[src/rtl/max7219_chain_if.sv]
// Serial driver for a daisy-chain of MAX7219 devices.
// Shifts 16 bits per active device, MSB first, on DIN/CLK. The farthest active
// device's word goes out first. An optional LOAD pulse after the last bit latches
// all devices together.
//
// Ports:
//   clk, rst_n      system clock (rising edge) and async active-low reset
//   i_start         one-cycle frame request, only honoured while idle
//   i_en_load       pulse LOAD after the shift (captured with i_start)
//   i_nb_dev        active device count; 0 or out of range selects the whole chain
//   i_data          frame; device k (0 = nearest DIN) in bits [16k+15:16k]
//   o_max7219_load  LOAD/CS pin
//   o_max7219_data  DIN pin
//   o_max7219_clk   CLK pin
//   o_busy          frame in progress
//   o_done          one-cycle pulse when the frame is finished
module max7219_chain_if #(
  parameter int unsigned G_NB_DEVICES      = 4,
  parameter int unsigned G_MAX_HALF_PERIOD = 4,
  parameter int unsigned G_LOAD_DURATION   = 4,
  localparam int unsigned NB_BITS          = 16 * G_NB_DEVICES,
  localparam int unsigned NB_W             = $clog2(G_NB_DEVICES + 1)
) (
  input  logic               clk,
  input  logic               rst_n,
  input  logic               i_start,
  input  logic               i_en_load,
  input  logic [NB_W-1:0]    i_nb_dev,
  input  logic [NB_BITS-1:0] i_data,
  output logic               o_max7219_load,
  output logic               o_max7219_data,
  output logic               o_max7219_clk,
  output logic               o_busy,
  output logic               o_done
);

  localparam int unsigned MAX_CNT = (G_MAX_HALF_PERIOD > G_LOAD_DURATION) ?
                                    G_MAX_HALF_PERIOD : G_LOAD_DURATION;
  localparam int unsigned CNT_W   = $clog2(MAX_CNT + 1);
  // 16 * n fits in NB_W + 4 bits because n < 2**NB_W.
  localparam int unsigned BCNT_W  = NB_W + 4;

  localparam logic [CNT_W-1:0] HALF_LAST = CNT_W'(G_MAX_HALF_PERIOD - 1);
  localparam logic [CNT_W-1:0] LOAD_LAST = CNT_W'(G_LOAD_DURATION - 1);
  localparam logic [NB_W-1:0]  NB_MAX    = NB_W'(G_NB_DEVICES);

  typedef enum logic [2:0] {
    StIdle,
    StShiftLo,
    StShiftHi,
    StLoad,
    StDone
  } state_e;

  state_e              state;
  logic [NB_BITS-1:0]  shift_reg;
  logic [BCNT_W-1:0]   bit_cnt;
  logic [CNT_W-1:0]    tick_cnt;
  logic                en_load;

  logic [NB_W-1:0]     nb_clamp;
  logic [NB_BITS-1:0]  shift_init;

  // Left-justify the active part so bit [16n-1] sits at the MSB; inactive upper
  // words fall off the top and are never sent.
  always_comb begin
    nb_clamp = i_nb_dev;
    if (i_nb_dev == '0 || i_nb_dev > NB_MAX) begin
      nb_clamp = NB_MAX;
    end
    shift_init = i_data << {NB_MAX - nb_clamp, 4'b0000};
  end

  always_ff @(posedge clk or negedge rst_n) begin
    if (!rst_n) begin
      state          <= StIdle;
      shift_reg      <= '0;
      bit_cnt        <= '0;
      tick_cnt       <= '0;
      en_load        <= 1'b0;
      o_max7219_load <= 1'b0;
      o_max7219_data <= 1'b0;
      o_max7219_clk  <= 1'b0;
      o_busy         <= 1'b0;
      o_done         <= 1'b0;
    end else begin
      unique case (state)
        StIdle: begin
          o_busy <= 1'b0;
          o_done <= 1'b0;
          if (i_start) begin
            shift_reg      <= shift_init;
            bit_cnt        <= {nb_clamp, 4'b0000};
            en_load        <= i_en_load;
            tick_cnt       <= '0;
            o_busy         <= 1'b1;
            o_max7219_clk  <= 1'b0;
            o_max7219_data <= shift_init[NB_BITS-1];
            state          <= StShiftLo;
          end
        end

        StShiftLo: begin
          if (tick_cnt == HALF_LAST) begin
            tick_cnt      <= '0;
            o_max7219_clk <= 1'b1;
            state         <= StShiftHi;
          end else begin
            tick_cnt <= tick_cnt + CNT_W'(1);
          end
        end

        StShiftHi: begin
          if (tick_cnt == HALF_LAST) begin
            tick_cnt      <= '0;
            o_max7219_clk <= 1'b0;
            if (bit_cnt != BCNT_W'(1)) begin
              bit_cnt        <= bit_cnt - BCNT_W'(1);
              shift_reg      <= shift_reg << 1;
              o_max7219_data <= shift_reg[NB_BITS-2];
              state          <= StShiftLo;
            end else begin
              bit_cnt        <= '0;
              o_max7219_data <= 1'b0;
              if (en_load) begin
                o_max7219_load <= 1'b1;
                state          <= StLoad;
              end else begin
                o_busy <= 1'b0;
                o_done <= 1'b1;
                state  <= StDone;
              end
            end
          end else begin
            tick_cnt <= tick_cnt + CNT_W'(1);
          end
        end

        StLoad: begin
          if (tick_cnt == LOAD_LAST) begin
            tick_cnt       <= '0;
            o_max7219_load <= 1'b0;
            o_busy         <= 1'b0;
            o_done         <= 1'b1;
            state          <= StDone;
          end else begin
            tick_cnt <= tick_cnt + CNT_W'(1);
          end
        end

        StDone: begin
          // A start arriving here is dropped: the FSM is not idle yet.
          o_done <= 1'b0;
          state  <= StIdle;
        end

        default: state <= StIdle;
      endcase
    end
  end

endmodule

[config.mk]
export PLATFORM = sky130hd
export DESIGN_NAME = max7219_chain_if
export DESIGN_NICKNAME = d
export VERILOG_FILES = /design/src/rtl/max7219_chain_if.sv
export SDC_FILE = /design/constraint.sdc
export NUM_CORES = 1
export LEC_CHECK = 0
export CORE_MARGIN = 2
export CORE_UTILIZATION = 43
export DETAILED_ROUTE_END_ITERATION = 7
export PLACE_DENSITY_LB_ADDON = 0.05
export SLEW_MARGIN = 0
export SYNTH_ARGS = -nofsm -noshare
export SYNTH_HDL_FRONTEND = slang
export SYNTH_SLANG_ARGS = --single-unit
[constraint.sdc]
create_clock -name clk -period 1.81 [get_ports clk]
set_input_delay 0.181 -clock clk [delete_from_list [all_inputs] [get_ports clk]]
set_output_delay 0.181 -clock clk [all_outputs]
set_load 0.01 [all_outputs]
==> flow_summary.json <==
{
  "status": "finished with violations",
  "violations": "negative setup slack",
  "core_mm2": 0.01094,
  "vias": 4699,
  "grt_util_all_layers": 0.2371,
  "synthesis.nets": 634,
  "pre_cts_slack_ns": -0.7272,
  "final_util": 0.6327,
  "synthCells": 558,
  "intPower_mw": 6.048,
  "timing.slew.headroom": 0.6352,
  "reg2reg_to": "shift_reg[19]",
  "cp_max_fo": 20,
  "p_sw_frac": 0.3816,
  "grt_pass1_wl_um": 23580,
  "routed_wl_um": 14630,
  "cts_root_buf": "clkbuf_16",
  "grt_use_met1": 0.3080,
  "drt_drc_violations_left": 0,
  "clk_pin_slew_ns": 0.06,
  "period_share": 1.010,
  "end_kind": "flop",
  "power.switching_mw": 3.732,
  "power_mw": 9.780,
  "cts.sinks": 82,
  "p_clk_frac": 0.166,
  "grt_max_degree": 48,
  "die_x_um": 110.6,
  "avgSynthCellArea_um2": 8.749,
  "die_y_um": 110.6,
  "crit_type": "flop to flop",
  "cp.required_ns": 2.03,
  "maxSlewViolCount": 0,
  "initial_utilization": 0.4465,
  "ys_ff_latch": 82,
  "wire_per_inst_um": 17.75,
  "yosysWarnings": 0,
  "post-route-min-period_ns": 1.828,
  "area_delta_synth_final_pct": 41.72,
  "antenna_found_initial": 0,
  "diodes": 0,
  "drt_iter0_markers": 334,
  "arrival_ns": 2.04,
  "met3_usage": 0.03403,
  "fillers": 947,
  "async_reset_ff_frac": 1.000,
  "synth_cell_types": 48,
  "rr_worst_depth": 6,
  "core.rowCount": 38,
  "cts_htree_levels": 3,
  "r2r-start": "bit_cnt[4]",
  "worstSkewPairLatency_ns": 0.34,
  "setup_viol": 11,
  "cts_tree": "done",
  "critPathLaunchType": "flop",
  "viasPerCell": 5.703,
  "holdCritPathClass": "input pin to async pin",
  "grt_pass1_vias": 4746,
  "yosysSeqAreaShare": 0.4203,
  "syn-cell-area_mm2": 0.004882,
  "power_frac_seq": 0.349,
  "synth_edf_count": 0,
  "maxCapViolCount": 0,
  "tightest_slew_ns": 0.5472,
  "rrSetupSlack_ns": -0.02,
  "vdd_ir_drop_max_mv": 1.083,
  "place_congestion": 0.8713,
  "setup_slack_ns": -0.01850,
  "numCtsBuffers": 9,
  "largest_reg_flops": 63,
  "dieArea_mm2": 0.01222,
  "nets": 756,
  "fmax_mhz": 546.9,
  "gr-max-usage-layer": "met2",
  "synthFlopType": "dfrtp_1",
  "port_buffers": 75,
  "use_met2": 0.4029,
  "finalClockSkew_ns": 0.01266,
  "ant_nets": 0,
  "pwr-share-comb": 0.484,
  "power_leakage_nw": 2.811,
  "io_pins": 76,
  "rsz0062_at_grt": "yes",
  "place.detailed.hpwl_um": 10570,
  "clock_path_buffers": 2,
  "gr-total-overflow": 0,
  "final_hold_viol_count": 0,
  "dr.pass1.iters": 5,
  "cellPowerDensity_mw_per_mm2": 1413,
  "drive_gt1_frac": 0.2237
}
==> worst max path at each step <==
| stage | from | end | slack [ns] | cells after the start |
|---|---|---|---|---|
| 2_1_floorplan | i_nb_dev[1] | shift_reg[10] | -0.59 | 13 |
| 3_3_place_gp | i_nb_dev[1] | shift_reg[5] | -0.67 | 12 |
| 3_5_place_dp | i_nb_dev[1] | shift_reg[13] | -0.73 | 12 |
| 4_1_cts | tick_cnt[0] | bit_cnt[6] | 0.002 | 7 |
| 5_1_grt | bit_cnt[1] | shift_reg[28] | -0.07 | 8 |
| 6_report | bit_cnt[4] | shift_reg[19] | -0.02 | 6 |
==> worst max-delay path: stages (launching register included) <==
cell,delay [ns]
dfrtp_1,0.37
or4_4,0.56
nor2_4,0.17
a21oi_4,0.08
buf_12,0.17
buf_12,0.15
o22a_1,0.20
==> what timing repair did <==
action                                  in CTS  in global routing
endpoints found under the setup margin      65                 59
cloned                                       1                  0
buffers inserted                             4                  4
hold endpoints to repair                    23                  0
pin swaps                                   12                 11
gates resized for setup                     24                 49
hold buffers                                 1                  0
==> kinds of logic after synthesis <==
group                    Yosys count  share of synthesized area
flip-flops                        82                     0.4203
AND/OR/NAND/NOR                  174                     0.1676
XOR/XNOR                           2                   0.003589
AO/OA/AOI/OAI                    204                     0.2678
adder cells (fa/ha/maj)            5                    0.01281
buffers and inverters             54                    0.05151
multiplexers                      37                    0.07637
==> synth_stat cells, types with 2 or more instances <==
cell type,instances,share of area
dfrtp_1,82,0.42
o21ai_0,62,0.064
nand2_1,56,0.043
nor2_1,56,0.043
a21oi_1,51,0.052
mux2i_1,35,0.072
a22oi_1,33,0.051
clkbuf_1,26,0.020
nand3_1,19,0.019
o22a_1,19,0.034
a32oi_1,14,0.025
nand3b_1,14,0.022
buf_2,13,0.013
nor3_1,10,0.010
inv_1,6,0.0046
ha_1,5,0.013
nor2b_1,5,0.0064
a31oi_1,4,0.0051
nand2b_1,4,0.0051
a211oi_1,3,0.0046
buf_1,3,0.0023
buf_6,3,0.0069
a22o_1,2,0.0036
buf_4,2,0.0031
mux2_2,2,0.0046
nor4_1,2,0.0026
o21a_1,2,0.0031
o21ai_2,2,0.0036
o221ai_1,2,0.0036
o2bb2ai_1,2,0.0036
xnor2_1,2,0.0036
==> cell usage in the layout, fill, tap and decap left out, types with 3 or more instances in the layout <==
master           instances
o21ai_1                 14
o21ai_4                  3
dfrtp_1                 81
inv_1                    5
a22oi_2                  3
nor2b_1                  3
mux2i_1                 33
buf_4                   60
clkbuf_16                9
nand2b_1                 4
nand2_1                 55
nand3_1                 19
nor3_1                  10
a211oi_1                 3
a21oi_1                 50
clkbuf_1                 3
clkdlybuf4s50_1         71
o21ai_0                 48
a22oi_1                 30
nand3b_1                14
nor2_4                   4
buf_6                    9
buf_12                  15
nor2_1                  32
a32oi_1                 13
nor2_2                  22
a31oi_1                  4
o22a_1                  19
==> layer usage <==
metal / vias to the layer above / part of all wire
li1: 2284 / -
met1: 2271 / 0.43
met2: 121 / 0.51
met3: 23 / 0.041
met4: 0 / 0.021
met5: - / 0
==> power groups by stage <==
stage               logic, mW  clock network [mW]  registers (mW)
global placement         4.21                   0            3.32
global route             5.22                1.74            3.52
detailed placement       4.34                   0            3.35
floorplan                2.85                   0            3.20
CTS                      4.50                1.67            3.34
finish                   4.74                1.63            3.42
==> layout make-up <==
type                    instances  area [um2]  share of cell area
clock inverters                 3       18.77            0.002712
flip-flops and latches         82        2053              0.2967
clock buffers                  12       236.5             0.03418
well taps                     140       175.2             0.02532
multi-input cells             422        2808              0.4058
repair buffers                158        1597              0.2307
inverters                       7       31.28            0.004521
==> metrics by stage <==
step           instance area, um2  instances  hold WS, ns  TNS [ns]
2_1_floorplan                5016        558      -0.1146    -35.69
3_3_place_gp                 6394        800       0.1136    -38.54
3_5_place_dp                 6394        800       0.1169    -42.42
4_1_cts                      6753        821       0.2915         0
5_1_grt                      6919        824       0.3156    -1.681
6_report                     6919        824       0.2835  -0.08871
No activity file was read; power rests on OpenSTA's default activity.
